File: src/rtl/lsu_mem_stage.sv
// Load/store stage between execute and writeback: issues one bus access per accepted
// instruction, aligns/extends load data and emits the one-cycle shift commit pulse.
module lsu_mem_stage #(
    parameter int XLEN   = 64,
    parameter int ADDR_W = 64
) (
    input  logic              clk,
    input  logic              rst_n,
    input  logic              ex_valid,
    output logic              ex_ready,
    input  logic              mem_rd,
    input  logic              mem_wr,
    input  logic [2:0]        func3,
    input  logic [ADDR_W-1:0] addr,
    input  logic [XLEN-1:0]   wdata,
    output logic              bus_req_valid,
    input  logic              bus_req_ready,
    output logic              bus_we,
    output logic [ADDR_W-1:0] bus_addr,
    output logic [XLEN-1:0]   bus_wdata,
    output logic [7:0]        bus_wmask,
    input  logic              bus_rsp_valid,
    input  logic [XLEN-1:0]   bus_rdata,
    output logic [XLEN-1:0]   mem_rd_data,
    output logic              shift,
    output logic              misalign
);

    // state | meaning
    // IDLE  | ex_ready high, waiting for an instruction
    // REQ   | bus request held stable until bus_req_ready
    // WAIT  | waiting for read data or write ack
    // DONE  | one-cycle shift pulse, misalign qualifies it
    typedef enum logic [1:0] {
        ST_IDLE = 2'd0,
        ST_REQ  = 2'd1,
        ST_WAIT = 2'd2,
        ST_DONE = 2'd3
    } state_t;

    state_t            state_q, state_d;
    logic              is_load_q, is_load_d;
    logic              is_store_q, is_store_d;
    logic [2:0]        func3_q, func3_d;
    logic [ADDR_W-1:0] addr_q, addr_d;
    logic [XLEN-1:0]   wdata_q, wdata_d;
    logic              misalign_q, misalign_d;
    logic [XLEN-1:0]   rd_data_q, rd_data_d;

    // Legality of the instruction being offered, judged on the raw inputs.
    logic       in_is_load;
    logic       in_is_store;
    logic       in_aligned;
    logic       in_bad;

    always_comb begin
        in_is_load  = mem_rd;
        in_is_store = mem_wr & ~mem_rd;
        case (func3[1:0])
            2'b00:   in_aligned = 1'b1;
            2'b01:   in_aligned = ~addr[0];
            2'b10:   in_aligned = (addr[1:0] == 2'b00);
            default: in_aligned = (addr[2:0] == 3'b000);
        endcase
        in_bad = ~in_aligned
               | (in_is_load & (func3 == 3'b111))
               | (in_is_store & func3[2]);
    end

    logic [5:0]      lane_shamt;
    logic [XLEN-1:0] ld_raw;
    logic [XLEN-1:0] ld_ext;
    logic [XLEN-1:0] st_data;
    logic [7:0]      st_mask_base;
    logic [7:0]      st_mask;

    always_comb begin
        lane_shamt = {addr_q[2:0], 3'b000};
        ld_raw     = bus_rdata >> lane_shamt;
        case (func3_q)
            3'b000:  ld_ext = {{(XLEN-8){ld_raw[7]}}, ld_raw[7:0]};
            3'b001:  ld_ext = {{(XLEN-16){ld_raw[15]}}, ld_raw[15:0]};
            3'b010:  ld_ext = {{(XLEN-32){ld_raw[31]}}, ld_raw[31:0]};
            3'b011:  ld_ext = ld_raw;
            3'b100:  ld_ext = {{(XLEN-8){1'b0}}, ld_raw[7:0]};
            3'b101:  ld_ext = {{(XLEN-16){1'b0}}, ld_raw[15:0]};
            3'b110:  ld_ext = {{(XLEN-32){1'b0}}, ld_raw[31:0]};
            default: ld_ext = '0;
        endcase

        st_data = wdata_q << lane_shamt;
        case (func3_q[1:0])
            2'b00:   st_mask_base = 8'h01;
            2'b01:   st_mask_base = 8'h03;
            2'b10:   st_mask_base = 8'h0F;
            default: st_mask_base = 8'hFF;
        endcase
        st_mask = is_store_q ? (st_mask_base << addr_q[2:0]) : 8'h00;
    end

    always_comb begin
        state_d    = state_q;
        is_load_d  = is_load_q;
        is_store_d = is_store_q;
        func3_d    = func3_q;
        addr_d     = addr_q;
        wdata_d    = wdata_q;
        misalign_d = misalign_q;
        rd_data_d  = rd_data_q;

        case (state_q)
            ST_IDLE: begin
                misalign_d = 1'b0;
                if (ex_valid) begin
                    is_load_d  = in_is_load;
                    is_store_d = in_is_store;
                    func3_d    = func3;
                    addr_d     = addr;
                    wdata_d    = wdata;
                    if ((mem_rd | mem_wr) && !in_bad) begin
                        state_d = ST_REQ;
                    end else begin
                        state_d = ST_DONE;
                        if (mem_rd | mem_wr) begin
                            misalign_d = 1'b1;
                            rd_data_d  = '0;
                        end
                    end
                end
            end
            ST_REQ: begin
                if (bus_req_ready) begin
                    state_d = ST_WAIT;
                end
            end
            ST_WAIT: begin
                // Stores also wait here so the commit happens only after the write ack.
                if (bus_rsp_valid) begin
                    if (is_load_q) begin
                        rd_data_d = ld_ext;
                    end
                    state_d = ST_DONE;
                end
            end
            ST_DONE: begin
                state_d    = ST_IDLE;
                misalign_d = 1'b0;
            end
            default: state_d = ST_IDLE;
        endcase
    end

    always_ff @(posedge clk or negedge rst_n) begin
        if (!rst_n) begin
            state_q    <= ST_IDLE;
            is_load_q  <= 1'b0;
            is_store_q <= 1'b0;
            func3_q    <= 3'b000;
            addr_q     <= '0;
            wdata_q    <= '0;
            misalign_q <= 1'b0;
            rd_data_q  <= '0;
        end else begin
            state_q    <= state_d;
            is_load_q  <= is_load_d;
            is_store_q <= is_store_d;
            func3_q    <= func3_d;
            addr_q     <= addr_d;
            wdata_q    <= wdata_d;
            misalign_q <= misalign_d;
            rd_data_q  <= rd_data_d;
        end
    end

    // Bus fields come straight from the latched instruction, so they cannot move while REQ stalls.
    always_comb begin
        ex_ready      = (state_q == ST_IDLE);
        bus_req_valid = (state_q == ST_REQ);
        bus_we        = bus_req_valid & is_store_q;
        bus_addr      = bus_req_valid ? {addr_q[ADDR_W-1:3], 3'b000} : '0;
        bus_wdata     = bus_we ? st_data : '0;
        bus_wmask     = bus_req_valid ? st_mask : 8'h00;
        mem_rd_data   = rd_data_q;
        shift         = (state_q == ST_DONE);
        misalign      = misalign_q;
    end

endmodule
File: config.mk
export PLATFORM = sky130hd
export DESIGN_NAME = lsu_mem_stage
export DESIGN_NICKNAME = d
export VERILOG_FILES = /design/src/rtl/lsu_mem_stage.sv
export SDC_FILE = /design/constraint.sdc
export NUM_CORES = 1
export LEC_CHECK = 0
export ABC_AREA = 1
export CAP_MARGIN = 20
export CELL_PAD_IN_SITES_DETAIL_PLACEMENT = 1
export CELL_PAD_IN_SITES_GLOBAL_PLACEMENT = 2
export CORE_MARGIN = 10
export CORE_UTILIZATION = 22
export CTS_BUF_LIST = sky130_fd_sc_hd__clkbuf_8
export DETAILED_ROUTE_END_ITERATION = 16
export PLACE_DENSITY = 0.89
export SLEW_MARGIN = 20
export SYNTH_ARGS = -nofsm -noshare
export SYNTH_HDL_FRONTEND = slang
export SYNTH_SLANG_ARGS = --single-unit
export TNS_END_PERCENT = 1
File: constraint.sdc
create_clock -name clk -period 2.05 [get_ports clk]
set_input_delay 0.41 -clock clk [delete_from_list [all_inputs] [get_ports clk]]
set_output_delay 0.41 -clock clk [all_outputs]
set_load 0.1 [all_outputs]
==> results of run 1 <==
-- what timing repair did --
item	4_1_cts	5_1_grt
gates resized for setup	34	147
endpoints found under the hold margin	31	0
endpoints found under the setup margin	201	201
gates cloned	2	2
pin swaps	4	14
buffers inserted	0	3
hold buffers	1	0
-- per-layer routing --
layer  share of wire  vias to the layer above
met2            0.50                      425
met4           0.031                       24
met3           0.086                      112
met5          0.0025                        -
li1                -                     6658
met1            0.38                     6841
-- power by group through the flow --
stage | sequential [mW] | combinational [mW] | clock [mW]
6_report | 7.15 | 25.3 | 2.71
3_3_place_gp | 7.06 | 24.0 | 0
2_1_floorplan | 10.0 | 12.1 | 0
4_1_cts | 7.10 | 24.7 | 2.87
5_1_grt | 7.37 | 27.0 | 2.98
3_5_place_dp | 7.12 | 24.3 | 0
-- cell type report --
cell class | count | share of cell area
well taps | 696 | 0.04296
multi-input cells | 1385 | 0.3227
clock buffers | 18 | 0.01222
flip-flops and latches | 200 | 0.2472
diodes | 4 | 0.0004938
repair buffers | 554 | 0.3446
inverters | 120 | 0.02333
clock inverters | 14 | 0.006543
-- per-stage QoR --
stage	area (sq um)	setup slack, ns	hold WS, ns	power, mW	setup TNS [ns]
floorplan	12350	-1.257	0.1144	22.08	-154.01
global placement	19320	-0.1673	0.3050	31.04	-5.844
detailed placement	19320	-0.2501	0.3122	31.46	-11.82
CTS	19870	-0.7623	0.2203	34.72	-82.12
global route	20260	-0.7784	0.2645	37.39	-86.04
finish	20270	-0.6591	0.2782	35.18	-60.98
-- synth_stat cells --
master,count
nand2_1,933
nand3_2,1
buf_2,55
ha_1,4
dfrtp_1,200
nor2_2,1
nand4_1,34
or2_0,1
inv_4,1
o21ai_0,138
nand3_1,87
nor3_2,1
clkbuf_1,50
o21ai_2,8
o21ai_1,18
a21oi_1,33
nor2_4,2
or2_2,5
buf_1,6
inv_1,116
mux2i_1,17
nor2_1,57
buf_6,6
o22ai_1,9
nor3_1,4
o211ai_1,18
inv_2,3
conb_1,1
buf_4,14
a22oi_1,9
o2111ai_1,1
a21oi_2,1
-- cells by family after synthesis --
kind of cell,share of synthesized area
buf+inv,0.09180
other cells,0.0003098
flops,0.4135
simple gates,0.3694
fa+ha+maj,0.004135
compound gates,0.1068
mux,0.01406
-- final timing paths --
| path | slack, ns | start | end | cells past startpoint |
|---|---|---|---|---|
| hold reg to reg | 0.49 | mem_rd_data[50] | mem_rd_data[50] | 2 |
| max in group asynchronous | 1.00 | rst_n | mem_rd_data[6] | 3 |
| setup / recovery | -0.66 | addr_q[0] | bus_wdata[32] | 7 |
| min in group clk | 0.34 | addr[42] | addr_q[42] | 3 |
| hold / removal | 0.28 | rst_n | mem_rd_data[42] | 2 |
| setup reg to reg | -0.24 | addr_q[0] | mem_rd_data[11] | 9 |
-- worst max-delay path, stage by stage (launching register included) --
cell	delay (ns)
dfrtp_4	0.60
buf_12	0.18
buf_16	0.14
mux2i_4	0.18
nand2_1	0.09
o21ai_2	0.07
o22ai_2	0.22
buf_12	0.22
-- sequential cells by signal, indices dropped and copies added, names as in the netlist --
| name | flops |
|---|---|
| addr_q | 64 |
| misalign | 1 |
| mem_rd_data | 64 |
| is_load_q | 1 |
| wdata_q | 64 |
| state_q | 2 |
| func3_q | 3 |
| is_store_q | 1 |
==> impl_metrics.env, run 1 <==
export IMPL_gr_total_overflow=0
export IMPL_layout_min_cycle_time_ns=2.709
export IMPL_antenna_found_initial=16
export IMPL_nNetsFinal=2484
export IMPL_dr_pass1_iters=5
export IMPL_io_buffers=403
export IMPL_critical_path_arrival_ns=2.30
export IMPL_ir_drop_uv=970.3
export IMPL_drive_gt1_frac=0.2527
export IMPL_dieHeight_um=254.6
export IMPL_dp_cells=2947
export IMPL_vias_per_cell=4.701
export IMPL_worst_hold_path_type="in -> async"
export IMPL_timing_final_hold_violations=0
export IMPL_fp_dieArea_sq_um=64800
export IMPL_antenna_left=0
export IMPL_first_iter_violations=632
export IMPL_fin_crit_sh=1.322
export IMPL_cts_sinks=200
export IMPL_htreeDepth=4
export IMPL_fin_skew_ns=0.01829
export IMPL_final_setup_worst_slack_ns=-0.6591
export IMPL_top_usage_layer="met2"
export IMPL_yosysWarnings=0
export IMPL_yosys_area_top_type="dfrtp_1"
export IMPL_final_cells=2991
export IMPL_cp_start_kind="flip-flop"
export IMPL_switching_share=0.5792
export IMPL_numCtsBuffers=17
export IMPL_p_leak_nw=9.968
export IMPL_synth_top_cell_area_share=0.4135
export IMPL_drc=0
export IMPL_syn_area_sq_um=12100
export IMPL_setup_violations=155
export IMPL_p_int_mw=14.80
export IMPL_rsz0062_at_grt="yes"
export IMPL_grt_max_degree=63
export IMPL_clockPowerShare=0.077
export IMPL_grt_pass1_vias=15330
export IMPL_root_buffer="clkbuf_8"
export IMPL_status="finished with violations"
export IMPL_critPathKind="reg -> out"
export IMPL_ioPinCount=407
export IMPL_wire_per_inst_um=21.49
export IMPL_multi_input_area_sq_um=6540
export IMPL_netlist_instances=1834
export IMPL_synthTopCellsByArea="dfrtp_1 (41%), nand2_1 (29%), o21ai_0 (5.7%), nand3_1 (3.6%), inv_1 (3.6%)"
export IMPL_path_clk_slew_ns=0.12
export IMPL_final_cell_mix="nand2_1 (926), clkdlybuf4s50_1 (200), dfrtp_1 (198), buf_12 (172), buf_4 (164)"
export IMPL_place_congestion=0.8886
export IMPL_clk_latency_ns=0.59
export IMPL_end_kind="output port"
export IMPL_path_max_fanout=7
export IMPL_cellPowerDensity_nw_per_um2=1735
export IMPL_final_util=0.3744
export IMPL_violations="setup timing"
export IMPL_tightestPinTransition_ns=0.5841
export IMPL_fillCellCount=6556
export IMPL_pwr_share_comb=0.720
export IMPL_regArea_sq_um=5010
export IMPL_syn_mean_instance_area_sq_um=6.599
export IMPL_ys_seq_area_frac=0.4135
export IMPL_area_growth_pct=67.48
export IMPL_final_common_cell="nand2_1"
export IMPL_grt_usage=0.1961
export IMPL_slew_viol_final=0
export IMPL_via_count=14060
export IMPL_drt_total_wl_um=64290
export IMPL_rows=85
export IMPL_core_area_sq_um=54130
export IMPL_cts_tree="done"
export IMPL_ys_ff_latch=200
export IMPL_ys_types=32
export IMPL_die_x_um=254.6
export IMPL_switching_power_mw=20.37
export IMPL_seq_power_share=0.203
export IMPL_grtUsageMet1=0.2132
export IMPL_start_util=0.2236
export IMPL_clk_path_buf_depth=2
export IMPL_fmax_mhz=369.1
export IMPL_use_met2=0.3424
export IMPL_grt_first_pass_wirelength_um=95300
export IMPL_cap_violations=0
export IMPL_relSlewSlack=0.6106
export IMPL_grtUsageMet3=0.07614
export IMPL_cp_required_ns=1.64
export IMPL_dp_hpwl_um=50020
Power figures use the tool's default switching activity.
==> run 2: changes to the inputs <==
--- a/config.mk
+++ b/config.mk
@@ -6,14 +6,14 @@
 export NUM_CORES = 1
 export LEC_CHECK = 0
 export ABC_AREA = 1
-export CAP_MARGIN = 20
+export CAP_MARGIN = 30
 export CELL_PAD_IN_SITES_DETAIL_PLACEMENT = 1
 export CELL_PAD_IN_SITES_GLOBAL_PLACEMENT = 2
 export CORE_MARGIN = 10
-export CORE_UTILIZATION = 22
+export CORE_UTILIZATION = 25
 export CTS_BUF_LIST = sky130_fd_sc_hd__clkbuf_8
 export DETAILED_ROUTE_END_ITERATION = 16
-export PLACE_DENSITY = 0.89
+export PLACE_DENSITY = 0.95
 export SLEW_MARGIN = 20
 export SYNTH_ARGS = -nofsm -noshare
 export SYNTH_HDL_FRONTEND = slang
==> constraint.sdc (replaced) <==
create_clock -name clk -period 2.9 [get_ports clk]
set_input_delay 0.58 -clock clk [delete_from_list [all_inputs] [get_ports clk]]
set_output_delay 0.58 -clock clk [all_outputs]
set_load 0.1 [all_outputs]
==> impl_metrics.env, run 2 (synthesis gave the netlist of run 1 again) <==
export IMPL_status="finished, final reports clean"
export IMPL_final_common_cell="nand2_1"
export IMPL_tightestPinTransition_ns=0.6532
export IMPL_core_area_sq_um=47850
export IMPL_clk_latency_ns=0.59
export IMPL_regArea_sq_um=5010
export IMPL_via_count=13880
export IMPL_multi_input_area_sq_um=6586
export IMPL_first_iter_violations=882
export IMPL_final_util=0.4004
export IMPL_hold_slack_ns=0.4940
export IMPL_grt_first_pass_wirelength_um=94340
export IMPL_grt_pass1_vias=15130
export IMPL_rows=80
export IMPL_start_util=0.2530
export IMPL_finalSetupTns_ns=0
export IMPL_cp_start_kind="flip-flop"
export IMPL_cellPowerDensity_nw_per_um2=1240
export IMPL_p_leak_nw=9.533
export IMPL_dr_pass1_iters=5
export IMPL_layout_min_cycle_time_ns=2.886
export IMPL_grt_usage=0.2167
export IMPL_end_kind="output port"
export IMPL_ir_drop_uv=592.1
export IMPL_critPathKind="reg -> out"
export IMPL_drc=0
export IMPL_cpLargestDelayFamily="buffers and inverters"
export IMPL_place_congestion=0.9401
export IMPL_critPathMostFrequentCell="nor2_4"
export IMPL_root_buffer="clkbuf_8"
export IMPL_setup_violations=0
export IMPL_dp_hpwl_um=47810
export IMPL_cp_required_ns=2.32
export IMPL_path_max_fanout=27
export IMPL_numCtsBuffers=17
export IMPL_area_growth_pct=58.28
export IMPL_cp_slowest_cell="dfrtp_4"
export IMPL_gr_total_overflow=0
export IMPL_timing_final_hold_violations=0
export IMPL_fin_crit_sh=0.9951
export IMPL_cp_depth=8
export IMPL_die_x_um=240.0
export IMPL_reg2reg_depth=12
export IMPL_worst_hold_path_type="reg -> reg"
export IMPL_slew_viol_final=0
export IMPL_io_buffers=403
export IMPL_cts_sinks=200
export IMPL_vias_per_cell=4.934
export IMPL_slowest_delay_ns=0.56
export IMPL_final_cell_mix="nand2_1 (924), clkdlybuf4s50_1 (200), dfrtp_1 (198), buf_12 (148), inv_1 (107)"
export IMPL_nNetsFinal=2385
export IMPL_ioPinCount=407
export IMPL_htreeDepth=4
export IMPL_clk_path_buf_depth=2
export IMPL_grt_max_degree=120
export IMPL_wire_per_inst_um=22.22
export IMPL_cap_violations=0
export IMPL_antenna_left=0
export IMPL_path_clk_slew_ns=0.12
export IMPL_final_cells=2813
export IMPL_critical_path_arrival_ns=2.31
export IMPL_fin_skew_ns=0.01293
export IMPL_holdPathStages=2
export IMPL_drive_gt1_frac=0.1953
export IMPL_relSlewSlack=0.5599
export IMPL_cts_tree="done"
export IMPL_fmax_mhz=346.5
export IMPL_crit_buf_inv=5
export IMPL_drt_total_wl_um=62490
export IMPL_crit_chain="buf_16 -> nor2_4 -> inv_2 -> nor2_4 -> clkinvlp_4 -> buf_12 -> nor2_4 -> buf_12"
export IMPL_final_area_sq_um=19160
export IMPL_dp_cells=2766
export IMPL_fillCellCount=5727
export IMPL_fp_dieArea_sq_um=57610
export IMPL_place_area_sq_um=18110
export IMPL_dieHeight_um=240.0
export IMPL_antenna_found_initial=12
export IMPL_rsz0062_at_grt="yes"
## run 2: tightest hold or removal path: cells and delay by family (launching register included)
kind	cells	cell delay (ns)
simple gates	2	0.10
flops	1	0.36
## run 2: what timing repair did
action / CTS / global route
setup endpoints to repair: 130 / 91
hold buffers: 1 / 0
cloned: 2 / 0
hold endpoints to repair: 53 / 0
pin swaps: 12 / 3
setup buffers: 6 / 0
resized for setup: 119 / 25
## run 2: path summary, 6_finish.rpt
path / slack (ns) / to / start
max in group asynchronous: 1.55 / addr_q[16] / rst_n
max: 0.01 / bus_wdata[7] / addr_q[0]
min: 0.49 / addr_q[56] / addr_q[56]
max reg2reg: 0.34 / mem_rd_data[16] / addr_q[0]
min reg2reg: 0.49 / addr_q[56] / addr_q[56]
min in group asynchronous: 0.55 / mem_rd_data[41] / rst_n
## run 2: cell type report
class / instances / share of cell area
antenna: 6 / 0.0007838
clock buffer: 17 / 0.01221
clock inverter: 15 / 0.009340
inverter: 120 / 0.02508
multi-input combinational: 1385 / 0.3438
sequential: 200 / 0.2615
tap: 615 / 0.04017
timing repair buffer: 455 / 0.3071
## run 2: through the flow
stage	power [mW]	worst slack, ns
after floorplan	15.61	-0.5765
after global placement	20.62	0.2372
after detailed placement	20.96	0.1650
after CTS	23.82	-0.05548
after global routing	25.24	-0.1228
final	23.76	0.01432
## run 2: power breakdown
part	leakage (nW)	total [mW]	switching (mW)	internal [mW]
Clock	0.204	2.02	1.29	0.727
Combinational	6.76	16.7	12.0	4.75
Sequential	2.57	5.01	0.999	4.01
Total	9.53	23.8	14.3	9.50
## run 2: metal layers
| metal | vias up | GRT usage | share of wire |
|---|---|---|---|
| met3 | 88 | 0.08553 | 0.090 |
| met5 | - | 0 | 0.0013 |
| met4 | 12 | 0.06538 | 0.024 |
| li1 | 6474 | - | - |
| met1 | 6848 | 0.2356 | 0.38 |
| met2 | 457 | 0.3808 | 0.50 |
==> run 3: changes to the inputs <==
--- a/config.mk
+++ b/config.mk
@@ -10,12 +10,12 @@
 export CELL_PAD_IN_SITES_DETAIL_PLACEMENT = 1
 export CELL_PAD_IN_SITES_GLOBAL_PLACEMENT = 2
 export CORE_MARGIN = 10
-export CORE_UTILIZATION = 25
+export CORE_UTILIZATION = 27
 export CTS_BUF_LIST = sky130_fd_sc_hd__clkbuf_8
 export DETAILED_ROUTE_END_ITERATION = 16
 export PLACE_DENSITY = 0.95
+export SKIP_LAST_GASP = 1
 export SLEW_MARGIN = 20
 export SYNTH_ARGS = -nofsm -noshare
 export SYNTH_HDL_FRONTEND = slang
 export SYNTH_SLANG_ARGS = --single-unit
-export TNS_END_PERCENT = 1
==> constraint.sdc (replaced) <==
create_clock -name clk -period 3.65 [get_ports clk]
set_input_delay 0.73 -clock clk [delete_from_list [all_inputs] [get_ports clk]]
set_output_delay 0.73 -clock clk [all_outputs]
set_load 0.1 [all_outputs]
==> impl_metrics.env, run 3 (synthesis gave the netlist of run 1 again) <==
export IMPL_status="finished, final reports clean"
export IMPL_clk_path_buf_depth=2
export IMPL_worst_hold_path_type="in -> async"
export IMPL_crit_buf_inv=4
export IMPL_antenna_left=0
export IMPL_area_growth_pct=45.52
export IMPL_cp_slowest_cell="dfrtp_4"
export IMPL_dp_cells=2728
export IMPL_critical_path_arrival_ns=2.76
export IMPL_vias_per_cell=4.876
export IMPL_clockPowerShare=0.090
export IMPL_r2r_end="mem_rd_data[18]"
export IMPL_critPathKind="reg -> out"
export IMPL_clk_latency_ns=0.58
export IMPL_dieHeight_um=231.7
export IMPL_p_int_mw=6.668
export IMPL_drc=0
export IMPL_cp_start_kind="flip-flop"
export IMPL_pre_cts_ws_ns=0.4829
export IMPL_grt_first_pass_wirelength_um=89950
export IMPL_io_buffers=403
export IMPL_die_x_um=231.7
export IMPL_p_leak_nw=9.006
export IMPL_final_cells=2765
export IMPL_fillCellCount=5534
export IMPL_r2r_start="addr_q[0]"
export IMPL_dr_pass1_iters=5
export IMPL_critPathMostFrequentCell="nand2_1"
export IMPL_ioPinCount=407
export IMPL_fin_crit_sh=0.9561
export IMPL_path_clk_slew_ns=0.10
export IMPL_slew_viol_final=0
export IMPL_cts_sinks=200
export IMPL_relSlewSlack=0.3284
export IMPL_p_total_mw=17.25
export IMPL_switching_power_mw=10.59
export IMPL_core_area_sq_um=44320
export IMPL_place_congestion=0.9315
export IMPL_grt_pass1_vias=14550
export IMPL_gr_total_overflow=0
export IMPL_cts_tree="done"
export IMPL_cap_violations=0
export IMPL_first_iter_violations=872
export IMPL_fp_dieArea_sq_um=53690
export IMPL_via_count=13480
export IMPL_fmax_mhz=286.6
export IMPL_pwr_share_comb=0.679
export IMPL_regArea_sq_um=5009
export IMPL_ir_drop_uv=633.6
export IMPL_layout_min_cycle_time_ns=3.490
export IMPL_dp_hpwl_um=45900
export IMPL_cellPowerDensity_nw_per_um2=979.7
export IMPL_final_common_cell="nand2_1"
export IMPL_crit_chain="inv_6 -> buf_6 -> o21ai_0 -> a21oi_1 -> nand2_1 -> nand2_1 -> inv_1 -> buf_12"
export IMPL_rsz0062_at_grt="yes"
export IMPL_drive_gt1_frac=0.1281
export IMPL_r2r_slack_ns=0.67
export IMPL_drt_total_wl_um=60000
export IMPL_tightestPinTransition_ns=1.004
export IMPL_cpLargestDelayFamily="buffers and inverters"
export IMPL_multi_input_area_sq_um=6141
export IMPL_rows=77
export IMPL_numCtsBuffers=17
export IMPL_grt_max_degree=120
export IMPL_path_max_fanout=37
export IMPL_start_util=0.2731
export IMPL_timing_final_hold_violations=0
export IMPL_finalSetupTns_ns=0
export IMPL_antenna_found_initial=14
export IMPL_nNetsFinal=2363
export IMPL_wire_per_inst_um=21.70
export IMPL_seq_power_share=0.230
export IMPL_reg2reg_depth=11
export IMPL_cts_hold_buffers=0
export IMPL_fin_skew_ns=0.01341
export IMPL_setup_violations=0
export IMPL_htreeDepth=4
export IMPL_cp_required_ns=2.92
export IMPL_switching_share=0.6136
export IMPL_final_cell_mix="nand2_1 (930), clkdlybuf4s50_1 (239), dfrtp_1 (199), o21ai_0 (119), buf_4 (112)"
export IMPL_end_kind="output port"
export IMPL_root_buffer="clkbuf_8"
export IMPL_slowest_delay_ns=0.68
export IMPL_final_setup_worst_slack_ns=0.1603
export IMPL_grt_usage=0.2204
run 3: cell count changes in the layout (fill, tap and decap cells not counted), sizes merged:
cell	before	now
diode	6	3
dlygate4sd3	1	0
clkbuf	19	20
clkinv	6	5
inv	123	122
clkdlybuf4s50	200	239
buf	252	193
run 3: cell type report:
| type | count | share of cell area |
|---|---|---|
| tap | 592 | 0.04206 |
| timing repair buffer | 433 | 0.2751 |
| inverter | 120 | 0.02657 |
| clock buffer | 19 | 0.01485 |
| clock inverter | 13 | 0.007886 |
| sequential | 200 | 0.2844 |
| multi-input combinational | 1385 | 0.3487 |
| antenna | 3 | 0.0004263 |
run 3: worst reg2reg max path, stage by stage (launching register included):
cell     delay (ns)
dfrtp_4        0.73
buf_4          0.71
nand2_1        0.18
nand3_1        0.16
nand3_1        0.08
nand2_1        0.11
nand2_1        0.36
nand2_1        0.19
inv_2          0.17
nand2_1        0.11
nand2_1        0.05
nand2_1        0.09
run 3: how the worst max path moves through the flow:
stage	start	to	slack [ns]	cells after the start
2_1_floorplan	state_q[1]	bus_wdata[1]	0.02	9
3_3_place_gp	addr_q[0]	bus_wmask[6]	0.43	8
3_5_place_dp	addr_q[0]	bus_wmask[6]	0.48	8
4_1_cts	addr_q[0]	bus_wmask[6]	-0.06	8
5_1_grt	addr_q[0]	bus_wmask[6]	-0.008	8
6_report	addr_q[0]	bus_wmask[6]	0.16	8
run 3: timing repair:
| item | in CTS | in global routing |
|---|---|---|
| gates resized for setup | 1 | 4 |
| setup endpoints to repair | 10 | 5 |
| setup buffers | 1 | 0 |
| gates cloned | 0 | 0 |
| pin swaps | 0 | 0 |
run 3: power groups by stage:
stage          clock, mW  combinational (mW)  sequential (mW)
2_1_floorplan          0                6.72             5.62
3_3_place_gp           0                11.6             3.97
3_5_place_dp           0                11.8             4.00
4_1_cts             1.63                11.8             3.97
5_1_grt             1.70                12.6             4.09
6_report            1.56                11.7             3.98
run 3: metal layers:
| layer | routed length (um) | GRT usage | vias to the layer above |
|---|---|---|---|
| met4 | 1155 | 0.06330 | 24 |
| met5 | 151 | 0 | - |
| met1 | 23470 | 0.2409 | 6565 |
| li1 | - | - | 6404 |
| met2 | 29960 | 0.3853 | 409 |
| met3 | 5258 | 0.08991 | 81 |
run 3: through the flow:
stage | util | hold WS (ns) | cell area [sq um]
after detailed placement | 0.3870 | 0.4664 | 17150
after global placement | 0.3870 | 0.4624 | 17150
after floorplan | - | 0.4344 | 12250
after global routing | 0.3972 | 0.1466 | 17600
final | 0.3974 | 0.1464 | 17610
after CTS | 0.3965 | 0.1301 | 17570
